==> config.mk <==
export PLATFORM = sky130hd
export DESIGN_NAME = mem_arbiter
export DESIGN_NICKNAME = d
export VERILOG_FILES = /design/src/rtl/mips_mem_pkg.sv /design/src/rtl/mem_arb_starve_ctr.sv /design/src/rtl/mem_arbiter.sv
export SDC_FILE = /design/constraint.sdc
export NUM_CORES = 1
export LEC_CHECK = 0
export CORE_AREA = 5 5 128 130
export CTS_CLUSTER_SIZE = 20
export DETAILED_ROUTE_END_ITERATION = 10
export DIE_AREA = 0 0 133 135
export PLACE_DENSITY = 0.78
export SLEW_MARGIN = 20
export SYNTH_ARGS = -nofsm -noshare
export SYNTH_HDL_FRONTEND = slang
export SYNTH_SLANG_ARGS = --single-unit
==> constraint.sdc <==
create_clock -name clk -period 4.52 [get_ports clk]
set_input_delay 0.904 -clock clk [delete_from_list [all_inputs] [get_ports clk]]
set_output_delay 0.904 -clock clk [all_outputs]
set_load 0.02 [all_outputs]
==> src/rtl/mips_mem_pkg.sv <==
// Shared definitions for the unified-memory arbiter: access width encodings,
// read-owner state type, default bus widths and the alignment check.
package mips_mem_pkg;

    localparam int unsigned ADDR_W_DEF = 32;
    localparam int unsigned DATA_W_DEF = 32;

    localparam logic [1:0] WIDTH_BYTE = 2'b00;
    localparam logic [1:0] WIDTH_HALF = 2'b01;
    localparam logic [1:0] WIDTH_WORD = 2'b10;
    localparam logic [1:0] WIDTH_RSVD = 2'b11;

    // Who owns the read data returning from memory in the following cycle
    typedef enum logic [1:0] {
        IDLE  = 2'd0,
        INSTR = 2'd1,
        DATA  = 2'd2,
        LOAD  = 2'd3
    } rd_owner_t;

    // Half needs addr[0]==0, word needs addr[1:0]==0, the reserved width always fails
    function automatic logic is_misaligned(input logic [1:0] width, input logic [1:0] addr_lo);
        logic mis;
        case (width)
            WIDTH_HALF: mis = addr_lo[0];
            WIDTH_WORD: mis = (addr_lo != 2'b00);
            WIDTH_RSVD: mis = 1'b1;
            default:    mis = 1'b0;
        endcase
        return mis;
    endfunction

endpackage

==> src/rtl/mem_arb_starve_ctr.sv <==
// Saturating count of data grants won while fetch is waiting; force_i tells
// the arbiter to let fetch beat the data port once the run limit is reached.
module mem_arb_starve_ctr
    import mips_mem_pkg::*;
#(
    parameter int unsigned MAX_DATA_RUN = 4
) (
    input  logic clk,
    input  logic reset,
    input  logic i_req,
    input  logic i_gnt,
    input  logic d_gnt,
    output logic force_i
);

    localparam int unsigned      CNT_W   = $clog2(MAX_DATA_RUN + 1);
    localparam logic [CNT_W-1:0] CNT_MAX = CNT_W'(MAX_DATA_RUN);

    logic [CNT_W-1:0] r_cnt;

    // Count data wins against a pending fetch; a served or withdrawn fetch clears the run
    always_ff @(posedge clk) begin
        if (!reset) begin
            r_cnt <= '0;
        end else if (!i_req || i_gnt) begin
            r_cnt <= '0;
        end else if (d_gnt && (r_cnt != CNT_MAX)) begin
            r_cnt <= r_cnt + 1'b1;
        end
    end

    assign force_i = (r_cnt == CNT_MAX);

endmodule

==> src/rtl/mem_arbiter.sv <==
// Unified single-port memory arbiter: loader > data > fetch, with fetch forced
// ahead of data after MAX_DATA_RUN consecutive data wins. Grant and memory
// command are combinational; read data is steered back one cycle later.
// Optional performance counters are built when MEM_ARB_PERF_EN is defined.
module mem_arbiter
    import mips_mem_pkg::*;
#(
    parameter int unsigned ADDR_W       = ADDR_W_DEF,
    parameter int unsigned DATA_W       = DATA_W_DEF,
    parameter int unsigned MAX_DATA_RUN = 4
) (
    input  logic              clk,
    input  logic              reset,
    input  logic              ld_req,
    input  logic [ADDR_W-1:0] ld_addr,
    input  logic [DATA_W-1:0] ld_wdata,
    output logic              ld_gnt,
    input  logic              d_req,
    input  logic              d_write,
    input  logic [ADDR_W-1:0] d_addr,
    input  logic [DATA_W-1:0] d_wdata,
    input  logic [1:0]        d_width,
    output logic              d_gnt,
    output logic              d_rvalid,
    output logic [DATA_W-1:0] d_rdata,
    output logic              d_misalign,
    input  logic              i_req,
    input  logic [ADDR_W-1:0] i_addr,
    output logic              i_gnt,
    output logic              i_rvalid,
    output logic [DATA_W-1:0] i_rdata,
    output logic              stall_if,
    output logic              m_en,
    output logic              m_we,
    output logic [ADDR_W-1:0] m_addr,
    output logic [DATA_W-1:0] m_wdata,
    output logic [1:0]        m_width,
    input  logic [DATA_W-1:0] m_rdata
`ifdef MEM_ARB_PERF_EN
    ,
    output logic [31:0]       perf_i_gnt,
    output logic [31:0]       perf_d_gnt,
    output logic [31:0]       perf_if_stall,
    output logic [31:0]       perf_starve_force
`endif
);

    rd_owner_t         r_rd_owner;
    rd_owner_t         w_owner_nxt;
    logic [ADDR_W-1:0] r_m_addr;
    logic [DATA_W-1:0] r_m_wdata;
    logic              r_d_misalign;
    logic              w_force_i;
    logic              w_d_mis;
    logic              w_take_i;
    logic              w_take_d;

    mem_arb_starve_ctr #(
        .MAX_DATA_RUN (MAX_DATA_RUN)
    ) u_starve (
        .clk     (clk),
        .reset   (reset),
        .i_req   (i_req),
        .i_gnt   (i_gnt),
        .d_gnt   (d_gnt),
        .force_i (w_force_i)
    );

    // Read-owner register: remembers which port the returning read belongs to
    always_ff @(posedge clk) begin
        if (!reset) begin
            r_rd_owner <= IDLE;
        end else begin
            r_rd_owner <= w_owner_nxt;
        end
    end

    // Priority select, owner next-state and memory command
    always_comb begin
        w_d_mis     = is_misaligned(d_width, d_addr[1:0]);
        w_take_i    = reset && !ld_req && i_req && (w_force_i || !d_req);
        w_take_d    = reset && !ld_req && d_req && !w_take_i;
        ld_gnt      = 1'b0;
        d_gnt       = 1'b0;
        i_gnt       = 1'b0;
        w_owner_nxt = IDLE;
        m_en        = 1'b0;
        m_we        = 1'b0;
        m_width     = WIDTH_BYTE;
        m_addr      = r_m_addr;
        m_wdata     = r_m_wdata;
        if (!reset) begin
            m_addr  = '0;
            m_wdata = '0;
        end else if (ld_req) begin
            ld_gnt      = 1'b1;
            w_owner_nxt = LOAD;
            m_en        = 1'b1;
            m_we        = 1'b1;
            m_addr      = ld_addr;
            m_wdata     = ld_wdata;
            m_width     = WIDTH_WORD;
        end else if (w_take_i) begin
            i_gnt       = 1'b1;
            w_owner_nxt = INSTR;
            m_en        = 1'b1;
            m_addr      = i_addr;
            m_width     = WIDTH_WORD;
        end else if (w_take_d) begin
            // A misaligned request is consumed but never reaches memory
            d_gnt = 1'b1;
            if (!w_d_mis) begin
                m_en    = 1'b1;
                m_we    = d_write;
                m_addr  = d_addr;
                m_width = d_width;
                if (d_write) begin
                    m_wdata = d_wdata;
                end else begin
                    w_owner_nxt = DATA;
                end
            end
        end
    end

    // Hold the last driven address/data through idle cycles; flag rejected data requests
    always_ff @(posedge clk) begin
        if (!reset) begin
            r_m_addr     <= '0;
            r_m_wdata    <= '0;
            r_d_misalign <= 1'b0;
        end else begin
            r_m_addr     <= m_addr;
            r_m_wdata    <= m_wdata;
            r_d_misalign <= d_gnt && w_d_mis;
        end
    end

    assign stall_if   = i_req && !i_gnt;
    assign d_misalign = r_d_misalign;
    assign i_rvalid   = (r_rd_owner == INSTR);
    assign d_rvalid   = (r_rd_owner == DATA);
    assign i_rdata    = i_rvalid ? m_rdata : '0;
    assign d_rdata    = d_rvalid ? m_rdata : '0;

`ifdef MEM_ARB_PERF_EN
    logic [31:0] r_perf_i_gnt;
    logic [31:0] r_perf_d_gnt;
    logic [31:0] r_perf_if_stall;
    logic [31:0] r_perf_starve_force;

    // Free-running event counters, wrapping modulo 2^32
    always_ff @(posedge clk) begin
        if (!reset) begin
            r_perf_i_gnt        <= '0;
            r_perf_d_gnt        <= '0;
            r_perf_if_stall     <= '0;
            r_perf_starve_force <= '0;
        end else begin
            if (i_gnt)                       r_perf_i_gnt        <= r_perf_i_gnt + 32'd1;
            if (d_gnt)                       r_perf_d_gnt        <= r_perf_d_gnt + 32'd1;
            if (stall_if)                    r_perf_if_stall     <= r_perf_if_stall + 32'd1;
            if (i_gnt && w_force_i && d_req) r_perf_starve_force <= r_perf_starve_force + 32'd1;
        end
    end

    assign perf_i_gnt        = r_perf_i_gnt;
    assign perf_d_gnt        = r_perf_d_gnt;
    assign perf_if_stall     = r_perf_if_stall;
    assign perf_starve_force = r_perf_starve_force;
`endif

endmodule

==> reports/results.txt <==
NetSw = 0.0005783 W
total wire length = 18170 um
Seq/Total Area, Yosys = 33.20%
Rows = 45
P&R area growth vs syn = 92.32%
final worst slack = 0.2474 ns
sw frac = 28.00%
post-CTS setup buffer count = 0
critical path type = input port to output port
Max Cap Violations = 0
outcome = finished clean
Avg Vias per Cell = 5.086
chip width = 133 um
Die Y = 135 um
nature of the critical path startpoint = input port
layout cell share with drive strength beyond 1 = 10.81%
Peak VDD IR = 228.7 uV
starting density of the core = 28.08%
top post-synthesis cells by area = dfxtp_1 33%, o221a_1 13%, o221a_2 12%
clk slew on worst S/H paths = 0.06 ns
pre-CTS setup slack = 0.2486 ns
DRT antenna net count = 0
Clk pwr share = 34.1%
GRT Util Overall = 18.91%
Post-Syn Area = 4222 um^2
clock sinks = 70
Inserted Clock Buffers = 9
Pre-antenna DRT Iters = 5
DR WL/cell = 18.11 um
initial DRC count = 247
drc violations = 0
Syn Area/Cell = 8.668 um^2
Crit Path Max Fanout = 34
Worst EP arrival = 3.37 ns
Combinational Power Share = 32.8%
Final Critical Period = 4.273 ns
total vias in the final route = 5101
port buffer count = 338
P_leak = 2.984 nW
Max Clock Freq = 234.0 MHz
M2 GR Usage = 32.59%
Post-Syn Nets = 689
Pwr Density = 254.4 nW/um^2
clk_skew = 0.004720 ns
hold_buf cts = 0
clock latency on the worst-skew pair = 0.33 ns
final setup TNS = 0 ns
most used routing layer in global routing = met2
final-report max-slew violation count = 0
largest net degree at the start of global routing = 63
Yosys top cell area share = 33.20%
Core ar. = 15030 um^2
final hold violations = 0
Cell Int Power = 0.001487 W
met3 Use GR = 6.148%
post-synthesis register bit count = 70
Max-slew headroom = 65.09%
first-pass GRT wire length = 27420 um
initial antenna violation count = 1
largest area contributor in the netlist = dfxtp_1
Flop pwr share = 33.0%
Clock Tree Buf Depth = 2
ys flop type = dfxtp_1
final setup fails = 0
Final HPWL DP = 14060 um
Crit. End Element = output port
CTS tree = done
Die ar. = 17960 um^2
HP Class = flip-flop to flip-flop
post_cts resized = 0
met1 Use GR = 22.94%
Cell variety after synth = 34
GPL Wtd Cong = 0.7990
io pins = 339
Async SR Flop Fraction = 0%
CTS H-Tree Depth = 3
unrepaired setup endpoints after global routing = false
grt ovf = 0
Clock Tree Root = clkbuf_16
yosys warns = 0
vias in the first global route = 5005
Post-synth EDFFs = 0
critical path data required time = 3.62 ns
# nets final = 1011
Mapped Cells = 487
final core area utilization = 54.01%
Worst Tran Pin Value = 0.5211 ns
period utilization = 94.53%
-- worst max-delay path, cell delays in order --
cell and delay (ns):
clkdlybuf4s50_1 0.55, nor3_4 0.32, o2111ai_4 0.20, o211ai_4 0.27, buf_12 0.26, o221a_1 0.22
clkdlybuf4s50_1 0.62
-- stage by stage --
step	power, W	instances	cell area [um^2]	hold WS (ns)
3_5_place_dp	0.001376	986	7816	0.4657
3_3_place_gp	0.001369	986	7816	0.4587
5_1_grt	0.002161	1003	8119	0.5101
6_report	0.002065	1003	8119	0.4738
4_1_cts	0.002093	1002	8117	0.4736
2_1_floorplan	0.0009933	487	4222	0.4486
-- cells in the mapped netlist (3+ instances only) --
cell type,instances
nor2_1,34
clkbuf_1,29
dfxtp_1,70
o221a_2,45
and2_1,65
inv_1,5
o21ai_0,36
buf_6,6
a21oi_1,3
and3_1,3
nand2_1,10
o221a_1,48
nand3_1,4
nor3_1,96
buf_4,3
nor2b_1,3
buf_2,7
-- cell families after synthesis --
kind of cell	synth area share (%)
buffers and inverters	6.075
and+or+nand+nor	27.45
AOI/OAI and AO/OA	32.69
adders and majority gates	0.5927
DFF	33.19
-- final cells by class --
class	count	area, um^2
clock inverters	6	61.31
multi-input cells	366	2569
fillers	1387	6914
inverters	6	22.52
repair buffers	356	3588
clock buffers	10	239.0
flip-flops and latches	70	1401
well taps	188	235.2
diodes	1	2.502
-- worst paths after layout --
| path | from | end | slack, ns | cells after the start |
|---|---|---|---|---|
| setup reg to reg | u_starve.r_cnt[0] | r_m_addr[15] | 2.61 | 7 |
| hold / removal | u_starve.r_cnt[1] | u_starve.r_cnt[1] | 0.47 | 2 |
| hold reg to reg | u_starve.r_cnt[1] | u_starve.r_cnt[1] | 0.47 | 2 |
| setup / recovery | d_addr[0] | m_addr[20] | 0.25 | 7 |
-- layer usage --
| metal | vias to the layer above | part of all wire [%] |
|---|---|---|
| li1 | 2533 | - |
| met1 | 2340 | 42 |
| met2 | 210 | 48 |
| met3 | 18 | 8.5 |
| met4 | 0 | 1.2 |
| met5 | - | 0 |
-- power by group through the flow --
stage | Combinational, W | Sequential [W] | Clock (W)
finish | 0.000678 | 0.000683 | 0.000705
detailed placement | 0.000681 | 0.000695 | 0
global placement | 0.000675 | 0.000694 | 0
CTS | 0.000685 | 0.000682 | 0.000726
global route | 0.000724 | 0.000687 | 0.000750
floorplan | 0.000302 | 0.000691 | 0
-- state kept, by name, indices dropped and copies added, names as in the netlist --
register        count
r_m_addr           32
u_starve.r_cnt      3
r_rd_owner          2
r_m_wdata          32
d_misalign          1
-- placed cells by master (no fill, tap or decap), types with 2 or more instances in the layout --
master | netlist | final
clkdlybuf4s50_1 | 0 | 337
nor3_1 | 96 | 96
dfxtp_1 | 70 | 70
and2_1 | 65 | 65
o221a_1 | 48 | 48
o221a_2 | 45 | 45
o21ai_0 | 36 | 36
nor2_1 | 34 | 34
buf_4 | 3 | 12
nand2_1 | 10 | 10
clkbuf_16 | 0 | 9
buf_12 | 0 | 6
inv_1 | 5 | 5
nand3_1 | 4 | 3
nor2b_1 | 3 | 3
and3_1 | 3 | 3
a21oi_1 | 3 | 3
clkinv_2 | 0 | 3
a21bo_2 | 2 | 2
o2bb2ai_1 | 2 | 2
ha_1 | 2 | 2
Power figures use the tool's default switching activity.
